File: src/rtl/score_level_tracker.sv
// score_level_tracker: BCD score, line total and level progression for locked-piece line clears
module score_level_tracker #(
   parameter int unsigned LINES_PER_LEVEL = 10,
   parameter int unsigned MAX_LEVEL       = 15
) (
   input  logic        clk_i,
   input  logic        srst_i,
   input  logic        lines_valid_i,
   input  logic [2:0]  lines_i,
   output logic        ready_o,
   output logic [23:0] score_o,
   output logic [3:0]  level_o,
   output logic [15:0] lines_total_o,
   output logic        level_changed_o
);
   typedef enum logic [1:0] {IDLE, ADD, UPDATE} state_t;
   state_t state, state_next;
   logic [2:0]  n_eff, n_q;
   logic [15:0] pts_in, pts_q;
   logic [3:0]  cnt_q;
   logic [8:0]  prog_q, prog_sum;
   logic [16:0] total_sum;
   logic [23:0] bcd_sum;
   logic [4:0]  digit_sum;
   logic        carry, accept, level_up;

   assign n_eff     = lines_i > 3'd4 ? 3'd4 : lines_i;
   assign ready_o   = state == IDLE;
   assign accept    = lines_valid_i && ready_o && n_eff != 3'd0;
   assign pts_in    = n_eff == 3'd1 ? 16'h0040 : n_eff == 3'd2 ? 16'h0100 : n_eff == 3'd3 ? 16'h0300 : 16'h1200;
   assign prog_sum  = prog_q + 9'(n_q);
   assign total_sum = {1'b0, lines_total_o} + 17'(n_q);
   assign level_up  = prog_sum >= 9'(LINES_PER_LEVEL);

   // six-digit decimal ripple adder; a carry out of the top digit means overflow
   always_comb begin
      bcd_sum   = '0;
      digit_sum = '0;
      carry     = 1'b0;
      for (int i = 0; i < 6; i++) begin
         digit_sum = {1'b0, score_o[4*i +: 4]} + {1'b0, i < 4 ? pts_q[4*i +: 4] : 4'h0} + 5'(carry);
         carry = digit_sum > 5'd9;
         bcd_sum[4*i +: 4] = carry ? 4'(digit_sum + 5'd6) : digit_sum[3:0];
      end
   end

   // state register
   always_ff @(posedge clk_i) begin
      if (srst_i) state <= IDLE;
      else        state <= state_next;
   end

   // next state: ADD runs until the multiplier countdown hits zero, UPDATE is a single cycle
   always_comb begin
      state_next = state;
      if (state == IDLE && accept) state_next = ADD;
      else if (state == ADD && cnt_q == 4'd0) state_next = UPDATE;
      else if (state == UPDATE) state_next = IDLE;
   end

   // datapath: capture report, accumulate score, then commit lines and level
   always_ff @(posedge clk_i) begin
      if (srst_i) begin
         n_q             <= '0;
         pts_q           <= '0;
         cnt_q           <= '0;
         prog_q          <= '0;
         score_o         <= '0;
         level_o         <= '0;
         lines_total_o   <= '0;
         level_changed_o <= 1'b0;
      end else begin
         level_changed_o <= 1'b0;
         if (state == IDLE && accept) begin
            n_q   <= n_eff;
            pts_q <= pts_in;
            cnt_q <= level_o;
         end
         if (state == ADD) begin
            score_o <= carry ? 24'h999999 : bcd_sum;
            cnt_q   <= cnt_q - 4'd1;
         end
         if (state == UPDATE) begin
            lines_total_o <= total_sum[16] ? 16'hFFFF : total_sum[15:0];
            prog_q        <= level_up ? prog_sum - 9'(LINES_PER_LEVEL) : prog_sum;
            if (level_up && level_o < 4'(MAX_LEVEL)) begin
               level_o         <= level_o + 4'd1;
               level_changed_o <= 1'b1;
            end
         end
      end
   end
endmodule
File: config.mk
export PLATFORM = sky130hd
export DESIGN_NAME = score_level_tracker
export DESIGN_NICKNAME = d
export VERILOG_FILES = /design/src/rtl/score_level_tracker.sv
export SDC_FILE = /design/constraint.sdc
export NUM_CORES = 1
export LEC_CHECK = 0
export CORE_MARGIN = 8
export CORE_UTILIZATION = 56
export CTS_BUF_LIST = sky130_fd_sc_hd__clkbuf_16
export DETAILED_ROUTE_END_ITERATION = 16
export GPL_ROUTABILITY_DRIVEN = 0
export GPL_TIMING_DRIVEN = 0
export PLACE_DENSITY = 0.8
export SETUP_SLACK_MARGIN = 0.5
export SLEW_MARGIN = 25
export SYNTH_ARGS = -nofsm -noshare
export SYNTH_HDL_FRONTEND = slang
export SYNTH_SLANG_ARGS = --single-unit
File: constraint.sdc
create_clock -name clk_i -period 9.5 [get_ports clk_i]
set_input_delay 0.95 -clock clk_i [delete_from_list [all_inputs] [get_ports clk_i]]
set_output_delay 0.95 -clock clk_i [all_outputs]
set_load 0.03 [all_outputs]
==> metrics <==
Clock Latency Late Sink=0.33 ns; final setup violation count=0; placed cells=670; Final Hold Viols=0; critical path's slowest cell=fa_1; first-pass GRT wire length=18.01 mm; vias=4065; Post-synth top cells=dfxtp_1, a21oi_1, nor2_1, nand2_1, inv_1; Slew HR=about half; CTS tree=yes; Critical Path AT=8.51 ns; critical path depth in cells=37; Cell variety after synth=52; crit path capture type=flip-flop; Area contributors post-synth=dfxtp_1, ha_1, a21oi_1; Bufs and invs on worst path=5; Final Cycle Share=87.77%; # DRC=0; CORE AREA=7214 µm²; EDFF count, synth=0; die height=102.0 µm; total track usage=between 20% and 30%; max-cap check violation count=0; VDD IR max=89.51 µV; wire length per cell=15.82 µm; H-tree depth=3; status=complete, no violations; largest net degree at the start of global routing=12; vias in the first global route=3800; synth warn=0; RSZ-0062 raised after global routing=no; CTS Hold Bufs=0; crit-path max cell delay=0.44 ns; final slew viol count=0; ys flop type=dfxtp_1; post-DP HPWL=7.707 mm; final non-filler cell total=686; area share of the largest cell type after synthesis=~32%; Worst R2R Start=score_o[1]$_SDFFE_PP0P_; Register Area=1341 µm²; total CTS buffers=9; Post-Syn Instances=between 500 and 600; sequential area share after synthesis=approximately 32%; Initial Utilization=a little under three fifths; Worst R2R Setup Slack=1.16 ns; Leakage=1.901 nW; Die W=102.0 µm; row cnt=31; GRT overflow=0; Ant. Diodes=0; design area=5084 µm²; Power Density=146.2 nW/µm²; Fin Setup TNS=0 ns; CP delay by family, top=adder cells; WP data required=9.67 ns; Buffers on Ports=51; initial antenna violation count=0; Tmin final=8.338 ns; most numerous cell on the critical path=ha_1; Total Wirelength=10.85 mm; DRT Pass-1 Iters=5; Multi-input gate area=2628 µm²; Post-synth ARST share=0%; root buf cell=clkbuf_16; Clock Tree Buf Depth=2; die area=~10000 µm²; CTS Sinks=67; leading area contributor after synthesis=dfxtp_1; worst r2r path cells=37; Worst Setup EP=score_o[3]$_SDFFE_PP0P_; Top Ports=52; peak fanout along the critical path=9; Detail Route Antenna Nets=0; Worst Hold Class=flip-flop to flip-flop; Syn-to-layout area delta=22.75%; via/cell ratio=approximately 5.9; count leader, synth=dfxtp_1; Yosys reg bits=67; clock skew=about 0.0054 ns; Tot Pwr=0.7430 mW; FF-to-FF End=score_o[3]$_SDFFE_PP0P_; Iter 0 DRT Violations=~250; crit path launch=score_o[1]$_SDFFE_PP0P_; Mean Syn Cell Area=7.964 µm²; Post-Place Cell Area=4776 µm²; Least-Margin Pin Slew=0.7348 ns; Netlist Area Pre-Place=4141 µm²; kind of critical path=flip-flop to flip-flop; Fill cells=between 500 and 600; Max Clk Rate=approximately 120 MHz; clock slew at reported path FFs=0.05 ns; postcts setup bufs=0; Final nets=around 620; Post-Syn Nets=~560; startpoint types=flip-flop; share of cells above drive strength 1=about 5.5%
-- how the worst min path moves through the flow --
| stage | from | cells after the start | to | slack [ns] |
|---|---|---|---|---|
| finish | pts_q[8]$_SDFFE_PP0P_ | 2 | pts_q[8]$_SDFFE_PP0P_ | 0.47 |
| global route | prog_q[0]$_SDFFE_PP0P_ | 2 | prog_q[0]$_SDFFE_PP0P_ | 0.50 |
| floorplan | prog_q[2]$_SDFFE_PP0P_ | 2 | prog_q[2]$_SDFFE_PP0P_ | 0.44 |
| detailed placement | pts_q[8]$_SDFFE_PP0P_ | 2 | pts_q[8]$_SDFFE_PP0P_ | 0.46 |
| global placement | prog_q[0]$_SDFFE_PP0P_ | 2 | prog_q[0]$_SDFFE_PP0P_ | 0.45 |
| CTS | prog_q[0]$_SDFFE_PP0P_ | 2 | prog_q[0]$_SDFFE_PP0P_ | 0.47 |
-- state kept, by name, summed over array words and instances, names as in the netlist --
name and cells:
score_o 24, pts_q 4, prog_q 9, state 2, n_q 3, level_changed_o 1
cnt_q 4, level_o 4, lines_total_o 16
-- placed cells by master (no fill, tap or decap), types with 11 or more instances in the layout --
cell type / instances
a21oi_1: 60
a31oi_1: 11
clkbuf_1: 19
clkdlybuf4s50_1: 51
dfxtp_1: 67
ha_1: 26
inv_1: 30
nand2_1: 45
nand2b_1: 13
nand3_1: 20
nor2_1: 55
nor3_1: 16
o21ai_0: 20
xnor2_1: 16
xor2_1: 12
-- metrics by stage --
step | utilization (%) | setup WS, ns | hold slack [ns]
after floorplan | - | 1.903 | 0.4356
after global placement | 66.20 | 1.088 | 0.4458
after detailed placement | 66.20 | 0.8625 | 0.4596
after CTS | 70.15 | 0.8128 | 0.4699
after global routing | 70.46 | 0.5427 | 0.4991
final | 70.46 | 1.162 | 0.4732
-- per-layer routing --
metal	vias to the layer above	share of wire, %	global-route usage (%)	wire length [µm]
met1	1933	45	27.38	4875
met5	-	0	0	0
met3	16	6.5	4.223	701
met4	0	1.0	5.982	110
li1	1977	-	-	-
met2	139	48	35.73	5166
-- cell families (layout without fill, tap and decap cells) --
family	after synthesis	in the layout	synth area share, %
mux	7	7	1.782
xor+xnor	30	30	6.526
buf+inv	51	118	4.713
flops	67	67	32.39
compound gates	143	143	22.30
simple gates	191	191	22.02
fa+ha+maj	31	31	10.27
-- worst min-delay path, cell delays in order (launching register included) --
cell	delay (ns)
dfxtp_1	0.31
nand2_1	0.06
a21oi_1	0.06
-- power breakdown --
group	internal (mW)	switching, mW	leakage, nW
combinational	0.0426	0.0736	1.21
clock	0.200	0.123	0.144
sequential	0.292	0.0118	0.543
total	0.534	0.209	1.90
-- final cells by class --
type | instances | area share (%)
timing repair buffer | 51 | 10.04
buffer | 22 | 1.698
inverter | 29 | 2.141
tap | 99 | 2.437
multi-input combinational | 402 | 51.69
clock buffer | 9 | 4.430
sequential | 67 | 26.38
clock inverter | 7 | 1.181
-- what timing repair did --
item                       in CTS  in global routing
hold endpoints to repair        0                  0
setup endpoints to repair       0                 18
gates resized for setup         0                  4
Note: power is estimated with default switching activity, not from simulation.
